### config.mk
export PLATFORM = sky130hd
export DESIGN_NAME = jk_excitation_driver
export DESIGN_NICKNAME = d
export VERILOG_FILES = /design/src/rtl/jk_excitation_driver.sv
export SDC_FILE = /design/constraint.sdc
export NUM_CORES = 1
export LEC_CHECK = 0
export BUFFER_PORTS_ARGS = -buffer_cell sky130_fd_sc_hd__buf_4
export CAP_MARGIN = 20
export CORE_UTILIZATION = 50
export CTS_BUF_LIST = sky130_fd_sc_hd__clkbuf_4 sky130_fd_sc_hd__clkbuf_8
export CTS_CLUSTER_SIZE = 25
export DETAILED_ROUTE_END_ITERATION = 12
export PLACE_DENSITY = 0.7
export SLEW_MARGIN = 20
export SYNTH_ARGS = -nofsm -noshare
export SYNTH_HDL_FRONTEND = slang
export SYNTH_SLANG_ARGS = --single-unit
export TNS_END_PERCENT = 100
### constraint.sdc
create_clock -name CLK -period 6.2 [get_ports CLK]
set_clock_uncertainty 0.1 [all_clocks]
set_input_delay 0.93 -clock CLK [delete_from_list [all_inputs] [get_ports CLK]]
set_output_delay 0.93 -clock CLK [all_outputs]
set_load 0.02 [all_outputs]
### src/rtl/jk_excitation_driver.sv
// Table-driven stimulus sequencer and self-checker for a bank of negedge JK flops.
// Optional build macro JK_DRIVER_TOGGLE_EN: changing bits are driven as toggles instead of set/reset.
module jk_excitation_driver #(
    parameter int WIDTH = 4,
    parameter int DEPTH = 8
) (
    input  logic                     CLK,
    input  logic                     not_RST,
    input  logic                     clear,
    input  logic                     load_valid,
    input  logic [WIDTH-1:0]         load_data,
    output logic                     load_ready,
    input  logic                     start,
    input  logic [WIDTH-1:0]         Q_fb,
    output logic [WIDTH-1:0]         J,
    output logic [WIDTH-1:0]         K,
    output logic                     busy,
    output logic                     done,
    output logic                     mismatch,
    output logic [$clog2(DEPTH)-1:0] fail_idx
);

    localparam int IW = $clog2(DEPTH);
    localparam int CW = $clog2(DEPTH + 1);

    typedef enum logic [1:0] {
        S_IDLE,
        S_RUN,
        S_DONE
    } state_t;

    state_t          state_q, state_d;
    logic [CW-1:0]   count_q, count_d;
    logic [CW-1:0]   idx_q, idx_d;
    logic [WIDTH-1:0] j_q, j_d;
    logic [WIDTH-1:0] k_q, k_d;
    logic            mismatch_q, mismatch_d;
    logic [IW-1:0]   fail_idx_q, fail_idx_d;

    logic [WIDTH-1:0] table_mem [DEPTH];
    logic             wr_en;
    logic [IW-1:0]    rd_idx;
    logic [IW-1:0]    chk_idx;
    logic [WIDTH-1:0] target;
    logic [WIDTH-1:0] check_val;
    logic [WIDTH-1:0] j_exc;
    logic [WIDTH-1:0] k_exc;
    logic             table_full;

    assign rd_idx     = idx_q[IW-1:0];
    assign chk_idx    = rd_idx - IW'(1);
    assign target     = table_mem[rd_idx];
    assign check_val  = table_mem[chk_idx];
    assign table_full = (count_q == CW'(DEPTH));

    // Per-bit excitation from the bank's present state toward the target entry.
    for (genvar gi = 0; gi < WIDTH; gi++) begin : g_exc
`ifdef JK_DRIVER_TOGGLE_EN
        assign j_exc[gi] = Q_fb[gi] ^ target[gi];
        assign k_exc[gi] = Q_fb[gi] ^ target[gi];
`else
        assign j_exc[gi] = ~Q_fb[gi] & target[gi];
        assign k_exc[gi] = Q_fb[gi] & ~target[gi];
`endif
    end

    assign load_ready = (state_q == S_IDLE) && !table_full && !start;

    always_comb begin
        state_d    = state_q;
        count_d    = count_q;
        idx_d      = idx_q;
        j_d        = '0;
        k_d        = '0;
        mismatch_d = mismatch_q;
        fail_idx_d = fail_idx_q;
        wr_en      = 1'b0;
        case (state_q)
            S_IDLE: begin
                if (start) begin
                    if (count_q != '0) begin
                        state_d    = S_RUN;
                        idx_d      = '0;
                        mismatch_d = 1'b0;
                        fail_idx_d = '0;
                    end
                end else if (clear) begin
                    count_d = '0;
                end else if (load_valid && load_ready) begin
                    wr_en   = 1'b1;
                    count_d = count_q + CW'(1);
                end
            end
            S_RUN: begin
                // idx == count is the extra cycle that only checks the last entry.
                if (idx_q != count_q) begin
                    j_d   = j_exc;
                    k_d   = k_exc;
                    idx_d = idx_q + CW'(1);
                end else begin
                    state_d = S_DONE;
                end
                if ((idx_q != '0) && (Q_fb != check_val)) begin
                    mismatch_d = 1'b1;
                    if (!mismatch_q) begin
                        fail_idx_d = chk_idx;
                    end
                end
            end
            S_DONE: begin
                state_d = S_IDLE;
            end
            default: begin
                state_d = S_IDLE;
            end
        endcase
    end

    always_ff @(posedge CLK or negedge not_RST) begin
        if (!not_RST) begin
            state_q    <= S_IDLE;
            count_q    <= '0;
            idx_q      <= '0;
            j_q        <= '0;
            k_q        <= '0;
            mismatch_q <= 1'b0;
            fail_idx_q <= '0;
        end else begin
            state_q    <= state_d;
            count_q    <= count_d;
            idx_q      <= idx_d;
            j_q        <= j_d;
            k_q        <= k_d;
            mismatch_q <= mismatch_d;
            fail_idx_q <= fail_idx_d;
        end
    end

    // Table storage is not reset; count alone defines which entries are valid.
    always_ff @(posedge CLK) begin
        if (wr_en) begin
            table_mem[count_q[IW-1:0]] <= load_data;
        end
    end

    assign J        = j_q;
    assign K        = k_q;
    assign busy     = (state_q == S_RUN);
    assign done     = (state_q == S_DONE);
    assign mismatch = mismatch_q;
    assign fail_idx = fail_idx_q;

endmodule

==> flow_summary.yaml <==
clock_tree:
  cts_setup_buffers: 0
  clkTransAtPathRegs_ps: 100
  htreeDepth: 2
  root_buffer: "clkbuf_8"
  cts_buffers: 5
  clk_path_buf_depth: 2
  cts_tree: "done"
  ctsResizeCount: 0
  cts_hold_buf: 0
  clkSinkCount: 54
  clk_latency_ps: 310
global_route:
  antenna_found_initial: 0
  grt_pass1_wl_um: 7190
  grt_max_degree: 24
  track_usage_pct: 18.6
  grt_pass1_vias: 1468
  grt_overflow: 0
routing:
  drc: 0
  post_drt_wl_per_cell_um: 16.7
  vias_per_cell: 5.58
  drtIter0Drc: 82
  ant_nets: 0
  firstDrtPassIters: 4
  vias: 1518
  wirelength_um: 4530
critical_path:
  crit_fanout: 23
  required_ps: 6320
  max_stage_delay_ps: 1030
  crit_type: "reg -> reg"
  startpoint_type: "flip-flop"
  crit_start: "idx_q[0]"
  crit_path_top_delay_cell: "dfrtp_1"
  arrival_ps: 3360
  path_buf_inv: 1
  endpoint_kind: "flip-flop"
  path_cells: "inv_1 > ha_1 > mux4_2 > mux2i_1 > xor2_1 > a41oi_2 > o21ai_2 > o2bb2ai_1"
  crit_family: "flip-flops"
  r2r_start: "idx_q[0]"
sta:
  layout_setup_ws_ps: 2970
  relSlewSlack_pct: 31.7
  setup_tns_ps: 0
  rsz0062_at_grt: "no"
  final_hold_viol_count: 0
  fmax_ghz: 0.309
  tightest_slew_ps: 1020
  finalCriticalPeriod_ps: 3230
  setup_viol: 0
  fin_crit_sh_pct: 52.2
  slew_violations: 0
cells_and_area:
  syn_to_final_growth_pct: 13.4
  drive_gt1_share_pct: 24.4
  nets: 222
  final_area_um2: 2920
  final_common_cell: "edfxtp_1"
  fin_util_pct: 60.2
  diodes: 0
  layout.cells.non_filler: 272
  mostFrequentLayoutCells: "edfxtp_1 (32), buf_4 (27), dfrtp_1 (22), nor2_1 (16), nand2_1 (13)"
  fillers: 368
yosys:
  syn_inst: 177
  synth_edf_count: 32
  synth_warnings: 0
  syn_area_um2: 2570
  synthArstFlopShare_pct: 40.7
  seq_area_frac_synth_pct: 58.8
  avgSynthCellArea_um2: 14.5
  synth_ff_type: "edfxtp_1"
  syn_nets: 195
  synth.distinct_cells: 37
  ys_seq_elements: 54
place:
  pre_cts_ws_ps: 2950
  place_area_um2: 2820
  post-dp-hpwl_um: 3530
  dp.cells: 264
  port_buffers: 27
  gp_congestion: 0.780
floorplan:
  row_count: 25
  start_util_pct: 53.0
  coreArea_um2: 4850
  die_h_um: 73.7
  io-pin-count: 28
  dieWidth_um: 73.7
  die-area_um2: 5430
status:
  run_status: "completed"
worst_hold_path:
  hp-class: "in -> async"
power_and_ir_drop:
  ir_worst_vdd_mv: 0.170
  p_leak_uw: 0.00118
  powerDensity_nw_per_um2: 374
flow_run:
  maxCapViolations: 0
-- synth_stat cells, types with 3 or more instances --
cell type	number	area [um2]
a21oi_1	5	25.0
and3_1	4	25.0
clkbuf_1	3	11.3
dfrtp_1	22	551
edfxtp_1	32	961
ha_1	5	62.6
inv_1	8	30.0
mux2i_1	8	80.1
mux4_1	6	158
mux4_2	10	225
nand2_1	13	48.8
nor2_1	16	60.1
nor3_1	8	40.0
o21ai_0	3	15.0
o2bb2ai_1	3	26.3
xor2_1	10	87.6
-- worst paths after layout --
check | cells past startpoint | slack (ps) | endpoint
max in group asynchronous | 1 | 5400 | idx_q[1]
setup / recovery | 8 | 2970 | fail_idx[0]
hold / removal | 1 | 390 | state_q[0]
min in group CLK | 1 | 410 | fail_idx[0]
hold reg to reg | 1 | 410 | fail_idx[0]
setup reg to reg | 8 | 2970 | fail_idx[0]
-- registers in the layout, summed over array words and instances (netlist names) --
| signal | flops |
|---|---|
| count_q | 4 |
| J | 4 |
| fail_idx | 3 |
| K | 4 |
| mismatch | 1 |
| idx_q | 4 |
| state_q | 2 |
| table_mem | 32 |
-- worst register-to-register path: stages (launching register included) --
cell       delay, ps
dfrtp_1         1030
inv_1            180
ha_1             560
mux4_2           360
mux2i_1          200
xor2_1           220
a41oi_2          190
o21ai_2          190
o2bb2ai_1        130
-- where the power goes --
| group | total (uW) | switching, uW | internal, uW |
|---|---|---|---|
| clock | 205 | 121 | 84.6 |
| sequential | 485 | 65.5 | 419 |
| combinational | 401 | 209 | 193 |
| total | 1090 | 395 | 697 |
-- cells by family (layout without fill, tap and decap cells) --
| family | after synthesis | after routing | synth area share [%] |
|---|---|---|---|
| mux | 24 | 24 | 18.0 |
| buf+inv | 15 | 43 | 2.68 |
| xor+xnor | 11 | 11 | 4.04 |
| fa+ha+maj | 5 | 5 | 2.43 |
| compound gates | 17 | 17 | 4.72 |
| flops | 54 | 54 | 58.8 |
| simple gates | 51 | 51 | 9.34 |
-- through the flow --
stage | hold slack [ps] | power [uW]
floorplan | 402 | 789
global placement | 379 | 885
detailed placement | 387 | 895
CTS | 387 | 1100
global route | 390 | 1160
finish | 388 | 1090
-- metal layers --
| layer | track usage [%] | wire length, um |
|---|---|---|
| met1 | 23.2 | 1950 |
| met2 | 31.6 | 2300 |
| met3 | 3.70 | 240 |
| met4 | 7.48 | 47 |
| met5 | 0 | 0 |
-- final cells by class --
class	instances	area, um2	share of cell area [%]
repair buffers	27	203	6.95
well taps	67	83.8	2.87
clock inverters	3	28.8	0.987
multi-input cells	108	991	34.0
flip-flops and latches	54	1510	51.8
clock buffers	5	68.8	2.36
inverters	8	30.0	1.03
No activity file was read; power rests on OpenSTA's default activity.
